[src/rtl/button_conditioner.sv]
// Debounces a bank of raw push-buttons: two-flop synchronizer, a shared sample
// tick, and per-channel agreement counters that emit clean levels and edge pulses.
module button_conditioner #(
   parameter int NUM_BTN        = 4,
   parameter int TICK_DIV       = 100000,
   parameter int STABLE_SAMPLES = 4
) (
   input  logic               clock,
   input  logic               reset,
   input  logic [NUM_BTN-1:0] btn_in,
   output logic               sample_tick,
   output logic [NUM_BTN-1:0] btn_level,
   output logic [NUM_BTN-1:0] btn_press,
   output logic [NUM_BTN-1:0] btn_release
);

   localparam int TW = (TICK_DIV > 1) ? $clog2(TICK_DIV) : 1;
   localparam int CW = $clog2(STABLE_SAMPLES + 1);
   localparam logic [TW-1:0] TICK_LAST = TW'(TICK_DIV - 1);
   localparam logic [CW-1:0] CNT_LAST  = CW'(STABLE_SAMPLES - 1);

   typedef enum logic {
      IDLE    = 1'b0,
      PENDING = 1'b1
   } state_t;

   logic [NUM_BTN-1:0] sync1_reg;
   logic [NUM_BTN-1:0] sync2_reg;
   logic [TW-1:0]      tick_cnt_reg;
   logic               sample_tick_reg;
   logic               tick_now;

   always_ff @(posedge clock or posedge reset) begin
      if (reset) begin
         sync1_reg <= '0;
         sync2_reg <= '0;
      end else begin
         sync1_reg <= btn_in;
         sync2_reg <= sync1_reg;
      end
   end

   // The channels act on the same edge that raises sample_tick, so a level
   // change and its sample strobe become visible together.
   assign tick_now = (tick_cnt_reg == TICK_LAST);

   always_ff @(posedge clock or posedge reset) begin
      if (reset) begin
         tick_cnt_reg    <= '0;
         sample_tick_reg <= 1'b0;
      end else begin
         tick_cnt_reg    <= tick_now ? '0 : tick_cnt_reg + 1'b1;
         sample_tick_reg <= tick_now;
      end
   end

   assign sample_tick = sample_tick_reg;

   generate
      for (genvar gi = 0; gi < NUM_BTN; gi++) begin : g_chan
         state_t        state_reg, state_next;
         logic [CW-1:0] cnt_reg, cnt_next;
         logic          level_reg, level_next;
         logic          press_reg, press_next;
         logic          release_reg, release_next;

         always_ff @(posedge clock or posedge reset) begin
            if (reset) begin
               state_reg   <= IDLE;
               cnt_reg     <= '0;
               level_reg   <= 1'b0;
               press_reg   <= 1'b0;
               release_reg <= 1'b0;
            end else begin
               state_reg   <= state_next;
               cnt_reg     <= cnt_next;
               level_reg   <= level_next;
               press_reg   <= press_next;
               release_reg <= release_next;
            end
         end

         always_comb begin
            state_next   = state_reg;
            cnt_next     = cnt_reg;
            level_next   = level_reg;
            press_next   = 1'b0;
            release_next = 1'b0;
            if (tick_now) begin
               if (sync2_reg[gi] == level_reg) begin
                  state_next = IDLE;
                  cnt_next   = '0;
               end else if (cnt_reg == CNT_LAST) begin
                  // Enough agreeing samples: commit the new level and pulse once.
                  state_next   = IDLE;
                  cnt_next     = '0;
                  level_next   = ~level_reg;
                  press_next   = ~level_reg;
                  release_next = level_reg;
               end else begin
                  state_next = PENDING;
                  cnt_next   = cnt_reg + 1'b1;
               end
            end
         end

         assign btn_level[gi]   = level_reg;
         assign btn_press[gi]   = press_reg;
         assign btn_release[gi] = release_reg;
      end
   endgenerate

endmodule

[config.mk]
export PLATFORM = sky130hd
export DESIGN_NAME = button_conditioner
export DESIGN_NICKNAME = d
export VERILOG_FILES = /design/src/rtl/button_conditioner.sv
export SDC_FILE = /design/constraint.sdc
export NUM_CORES = 1
export LEC_CHECK = 0
export CAP_MARGIN = 20
export CORE_ASPECT_RATIO = 0.5
export CORE_UTILIZATION = 35
export CTS_BUF_LIST = sky130_fd_sc_hd__clkbuf_16
export DETAILED_ROUTE_END_ITERATION = 12
export RECOVER_POWER = 100
export SETUP_SLACK_MARGIN = 0.2
export SYNTH_ARGS = -nofsm -noshare
export SYNTH_HDL_FRONTEND = slang
export SYNTH_SLANG_ARGS = --single-unit
[constraint.sdc]
create_clock -name clock -period 1.95 [get_ports clock]
set_input_delay 0.195 -clock clock [delete_from_list [all_inputs] [get_ports clock]]
set_output_delay 0.195 -clock clock [all_outputs]
set_load 0.005 [all_outputs]
# == Word-level counts from Yosys, hierarchy flattened ==
# Cells that the tools add are included.
# totals
reg_bits,50
inputBits,6
out_inout_bits,13
word_cells,79
# classes
addsub,5
n_eq_ne,9
mux,33
bitwise_logic,8
reduce_logical,4
# op_table
operator,count
$mux 1,24
$mux 3,8
$add 17x1->17 const B,1
$eq 17x17->1 const B,1
$mux 17,1
$add 3x1->3 const B,4
$eq 3x2->1 const B,4
$reduce_and 3->1,4
$not 1->1,8
$eq 1x1->1,4

# == Depth between registers and ports, before layout ==
# Gate-level depths: netlist of the first run.
# depth
word_depth,4
ltp_mapped,8
depth_no_buf,6

# == Least setup slack after synthesis of the first run ==
# Ideal clock, no wire load.
# synth_path
path_kind,reg2reg
from,reg tick_cnt_reg[0]
to,reg g_chan[0].cnt_reg[1]
setup_time_ps,122
arrival_ps,1674
t_required_ps,1828
slack_ps,154
path_stages_with_launch,8
n_path_buf,1
period_less_slack_ps,1796
cell_sequence,dfrtp_1 -> ha_1 -> and4b_2 -> and2_2 -> nand2_8 -> inv_6 -> buf_6 -> a32o_1
# synth_via
elab_chain_cells,1
# synth_lines
item,line,source
start: declaration,29,logic [TW-1:0] tick_cnt_reg;
start signal: assignment,52,tick_cnt_reg <= tick_now ? '0 : tick_cnt_reg + 1'b1;
$eq 17x17->1,45,assign tick_now = (tick_cnt_reg == TICK_LAST);
net tick_now,31,logic tick_now;
end signal: assignment,76,cnt_reg <= cnt_next;
end: declaration,62,"logic [CW-1:0] cnt_reg, cnt_next;"
# The timed path passes the listed nets, and every way through them passes these cells.
# A chain may end at the register's enable or synchronous reset.

# == Worst setup path after layout of the first run ==
# layout_path
from,reg tick_cnt_reg[0]
to,reg g_chan[1].cnt_reg[0]
# layout_via
elab_chain_cells,1
# layout_lines
item,line
$eq 17x17->1,45
end signal: assignment,76
end: declaration,62
# Every way passes these cells.

==> reports/metrics.yaml, run 1 <==
skew_ns: 0.00502
setup_viol: 0
setup.worst_path.start_class: "register"
route.detailed.wl_per_inst_um: 12.9
place_hpwl_um: 2450
hold_viol_final: 0
yosysSeqAreaShare: 0.557
cts.sinks: 50
clk_latency_ns: 0.29
tns_ns: 0
critPathLaunch: "tick_cnt_reg[0]"
timing.rr.end: "g_chan[1].cnt_reg[0]"
firstDrtPassIters: 4
antenna_found_initial: 0
holdBufCountCts: 0
yosysUniqueCellTypes: 32
synthAdderAreaFrac: 0.0279
fmax_mhz: 565
leakage_nw: 1.29
ir_drop_uv: 369
crit_fanout: 10
worst-r2r-setup-slack_ns: 0.18
wl_um: 3720
clk_pin_slew_ns: 0.06
drv_slew: 0
min_path_type: "reg -> reg"
power.total_mw: 1.91
avgViaCountPerCell: 4.73
placedInstanceArea_sq_um: 2480
io_pins: 19
start_util: 0.366
synth_top_area_cell: "dfrtp_1"
grt_setup_unrepaired: "false"
relSlewSlack: 0.197
reg2reg_depth: 6
grt_pass1_vias: 1366
timing.rr.start: "tick_cnt_reg[0]"
core_sq_um: 6130
finish.net_count: 212
worst_pin_slew_ns: 1.20
worstSetupPathType: "reg -> reg"
netlist_top_cells_area: "dfrtp_1 (56%), xnor2_1 (4.3%), buf_4 (4.0%), nor2_1 (2.8%), ha_1 (2.8%)"
final_common_cell: "dfrtp_1"
synthSimpleGateAreaFrac: 0.194
cts-root-buf: "clkbuf_16"
track_usage: 0.128
synth_top_family_by_area: "simple AND/OR/NAND/NOR gates"
path_cells: "ha_1 -> and4b_2 -> and2_4 -> nand2_8 -> clkinv_8 -> mux2_1"
numPortBuffers: 18
crit_path_top_delay_cell: "dfrtp_2"
period_share: 0.908
synthXorXnorAreaFrac: 0.0663
globalplace.congestion: 0.786
first_iter_violations: 55
grt_pass1_wl_um: 6380
area_delta_synth_final_pct: 17.9
dieWidth_um: 115
num_rows: 20
synth_compound_area_frac: 0.0440
largest_reg_flops: 17
clockBufferDepth: 2
antenna_cells: 0
cap_viol_max_count: 0
syn_nets: 190
cts_max_level: 2
arrival_ns: 1.94
p_per_area_nw_per_um2: 722
multiInputGateArea_sq_um: 846
seqCellArea_sq_um: 1250
drc_errors: 0
postSynthCellCount: 179
drive_gt1_frac: 0.144
status: "finished, final reports clean"
design_area_sq_um: 2650
cts_buffers: 5
fin_crit_ns: 1.77
route.vias.total: 1366
netlist_area_sq_um: 2250
endpoint: "g_chan[1].cnt_reg[0]"
critPathCaptureType: "register"
yosys_warnings: 0
crit_required_ns: 2.12
layout_common_cells: "dfrtp_1 (47), nor2_1 (17), dlygate4sd3_1 (17)"
cts_tree: "done"
die-height_um: 58.6
yosysTopAreaCellShare: 0.557
detail-route-antenna-nets: 0
ys_ff_latch: 50
synth.avg_cell_area_sq_um: 12.5
n_fill_cell: 550
overflow: 0
synthMuxAreaShare: 0.0468
dieArea_sq_um: 6760
max_stage_delay_ns: 0.43
grt_max_degree: 51
-- worst min-delay path by stage --
| stage | startpoint | to | cells past startpoint |
|---|---|---|---|
| 6_report | sync1_reg[2] | sync2_reg[2] | 0 |
| 5_1_grt | sync1_reg[2] | sync2_reg[2] | 0 |
| 4_1_cts | reset | sync1_reg[1] | 3 |
| 3_5_place_dp | sync1_reg[2] | sync2_reg[2] | 0 |
| 2_1_floorplan | btn_in[0] | sync1_reg[0] | 0 |
| 3_3_place_gp | sync1_reg[2] | sync2_reg[2] | 0 |
-- report_power, final --
group          switching, mW  internal, mW  total, mW
registers            0.00544          1.05       1.05
logic                 0.0275        0.0141     0.0416
clock network          0.356         0.463      0.819
total                  0.389          1.52       1.91
-- metal layers --
metal,vias up,part of all wire,track usage
met5,-,0,0
met4,0,0.017,0.0501
met3,5,0.038,0.0463
met2,25,0.45,0.196
met1,679,0.49,0.167
li1,657,-,-
-- cell families after synthesis --
kind of cell    Yosys count
xor+xnor                 17
simple gates             68
buf+inv                  19
compound gates           12
flops                    50
fa+ha+maj                 5
mux                       8
-- metrics by stage --
| stage | std cells | hold slack (ns) | setup slack [ns] | utilization |
|---|---|---|---|---|
| after floorplan | 179 | 0.226 | 0.261 | - |
| after detailed placement | 275 | 0.336 | 0.123 | 0.404 |
| final | 289 | 0.350 | 0.180 | 0.432 |
| after global placement | 275 | 0.332 | 0.157 | 0.404 |
| after global routing | 289 | 0.358 | 0.112 | 0.432 |
| after CTS | 284 | 0.284 | 0.200 | 0.431 |
-- cell type report --
type | count | share of cell area
clock inverter | 2 | 0.00425
clock buffer | 5 | 0.0473
inverter | 4 | 0.0104
tap | 88 | 0.0416
multi-input combinational | 110 | 0.319
sequential | 50 | 0.474
timing repair buffer | 30 | 0.103
-- synth_stat cells (all sizes together) --
cell type and number:
or3 1, nor4 1, a21o 1, nor4b 1, ha 5, nor2 17
and2b 4, a31oi 1, nor3b 8, a22oi 1, mux2 8, nand2 3
and3 3, and4 2, a32o 4, buf 15, and4b 1, dfrtp 50
and2 4, xnor2 11, o21a 5, inv 4, xor2 6, nor3 6
nand4 9, nand3 8
-- worst max-delay path, delay by kind of cell (launching register included) --
family,cells,cell delay [ns]
AND/OR/NAND/NOR,3,0.56
adder cells (fa/ha/maj),1,0.28
buffers and inverters,1,0.08
multiplexers,1,0.31
flip-flops,1,0.43
-- timing repair --
item                                    CTS  global route
pin swaps                                 2             2
resized for setup                         4             4
endpoints found under the setup margin    9             7
setup buffers                             2             5
cloned                                    0             0
Note: power is estimated with default switching activity, not from simulation.
==> inputs of run 2 (changes only) <==
--- a/config.mk
+++ b/config.mk
@@ -10,6 +10,7 @@
 export CORE_UTILIZATION = 35
 export CTS_BUF_LIST = sky130_fd_sc_hd__clkbuf_16
 export DETAILED_ROUTE_END_ITERATION = 12
+export MAX_ROUTING_LAYER = met4
 export RECOVER_POWER = 100
 export SETUP_SLACK_MARGIN = 0.2
 export SYNTH_ARGS = -nofsm -noshare
==> run 2 against run 1 <==
Die area is the same. Core utilization is the same. Non-clock buffer count is the same. Critical path type unchanged. Critical endpoint unchanged.
==> reports/metrics.yaml, run 2 (synthesis gave the netlist of run 1 again) <==
status: "finished, final reports clean"
dr_wl_met2_um: 1660
period_share: 0.907
tns_ns: 0
drv_slew: 0
drc_errors: 0
globalplace.congestion: 0.797
p_seq_frac: 0.551
cts_tree: "done"
track_usage: 0.131
grt_max_degree: 51
cts_buffers: 5
arrival_ns: 1.94
path_cells: "ha_1 -> and4b_2 -> and2_4 -> nand2_8 -> clkinv_8 -> mux2_1"
route.detailed.wl_per_inst_um: 12.8
leakage_nw: 1.29
clk_latency_ns: 0.29
grt_pass1_wl_um: 6380
avgViaCountPerCell: 4.68
fin_crit_ns: 1.77
cp_num_buf_inv: 1
top_layer: "met4"
reg2reg_depth: 6
worst_pin_slew_ns: 1.21
first_iter_violations: 59
detail-route-antenna-nets: 0
area_delta_synth_final_pct: 17.9
largest_reg_flops: 17
final_common_cell: "dfrtp_1"
cap_viol_max_count: 0
place_hpwl_um: 2450
die-height_um: 58.6
grt_pass1_vias: 1368
layout_common_cells: "dfrtp_1 (47), nor2_1 (17), dlygate4sd3_1 (17)"
overflow: 0
cts-root-buf: "clkbuf_16"
met1Wirelength_um: 1870
n_fill_cell: 550
route.vias.total: 1353
dieArea_sq_um: 6760
cts.sinks: 50
setup_viol: 0
drive_gt1_frac: 0.144
holdPathStages: 0
critPathTopFamily: "simple AND/OR/NAND/NOR gates"
crit_required_ns: 2.12
crit_fanout: 10
start_util: 0.366
max_stage_delay_ns: 0.43
hold_end: "sync2_reg[3]"
crit_path_top_delay_cell: "dfrtp_2"
p_comb_frac: 0.022
relSlewSlack: 0.190
grt_setup_unrepaired: "false"
dieWidth_um: 115
worst-r2r-setup-slack_ns: 0.18
fmax_mhz: 565
min_from: "sync1_reg[3]"
setup.worst_path.start_class: "register"
num_rows: 20
worstSetupPathType: "reg -> reg"
p_sw_mw: 0.384
power.total_mw: 1.91
antenna_cells: 0
antenna_found_initial: 0
clk_pin_slew_ns: 0.06
clockBufferDepth: 2
pwr-share-clk: 0.427
timing.rr.start: "tick_cnt_reg[0]"
wl_um: 3700
numPortBuffers: 18
critPathCaptureType: "register"
finish.net_count: 212
min_path_type: "reg -> reg"
p_per_area_nw_per_um2: 720
ir_drop_uv: 365
hold_viol_final: 0
p_sw_frac: 0.201
holdBufCountCts: 0
firstDrtPassIters: 4
timing.rr.end: "g_chan[1].cnt_reg[0]"
cts_max_level: 2
core_sq_um: 6130
p_int_mw: 1.52
routed-wl-met3_um: 92
skew_ns: 0.00370
io_pins: 19
-- run 2: repair_timing --
action                                  CTS  global route
resized for setup                         4             4
endpoints found under the setup margin    9             7
buffers inserted                          2             5
endpoints found under the hold margin     0             0
pin swaps                                 2             2
-- run 2: worst max path at each step --
stage / start / end / slack (ns) / depth (start not counted)
2_1_floorplan: tick_cnt_reg[0] / g_chan[0].cnt_reg[1] / 0.26 / 7
3_3_place_gp: tick_cnt_reg[0] / g_chan[3].cnt_reg[1] / 0.16 / 5
3_5_place_dp: tick_cnt_reg[0] / g_chan[2].cnt_reg[1] / 0.12 / 5
4_1_cts: tick_cnt_reg[13] / g_chan[3].cnt_reg[0] / 0.20 / 6
5_1_grt: tick_cnt_reg[1] / g_chan[2].cnt_reg[0] / 0.11 / 6
6_report: tick_cnt_reg[0] / g_chan[1].cnt_reg[0] / 0.18 / 6
-- run 2: routing by layer --
| layer | GRT usage | vias to the layer above |
|---|---|---|
| met1 | 0.167 | 669 |
| met2 | 0.196 | 17 |
| met5 | - | - |
| li1 | - | 660 |
| met3 | 0.0309 | 7 |
| met4 | 0.0724 | 0 |
-- run 2: cell type report --
type | instances | area [sq um] | area share
sequential | 50 | 1250 | 0.474
multi-input combinational | 110 | 846 | 0.319
timing repair buffer | 30 | 273 | 0.103
clock buffer | 5 | 125 | 0.0473
tap | 88 | 110 | 0.0416
inverter | 4 | 27.5 | 0.0104
clock inverter | 2 | 11.3 | 0.00425
-- run 2: per-stage QoR --
| stage | util | hold slack [ns] | cells | cell area (sq um) | setup slack (ns) |
|---|---|---|---|---|---|
| 2_1_floorplan | - | 0.226 | 179 | 2250 | 0.261 |
| 3_3_place_gp | 0.404 | 0.332 | 275 | 2480 | 0.157 |
| 3_5_place_dp | 0.404 | 0.336 | 275 | 2480 | 0.123 |
| 4_1_cts | 0.431 | 0.284 | 284 | 2650 | 0.200 |
| 5_1_grt | 0.432 | 0.358 | 289 | 2650 | 0.112 |
| 6_report | 0.432 | 0.349 | 289 | 2650 | 0.181 |
-- run 2: power groups by stage --
stage	Sequential [mW]	Combinational, mW	Clock [mW]
after CTS	1.05	0.0502	0.842
final	1.05	0.0418	0.814
after global placement	1.07	0.0491	0
after global routing	1.05	0.0494	0.894
after floorplan	1.07	0.0264	0
after detailed placement	1.07	0.0501	0
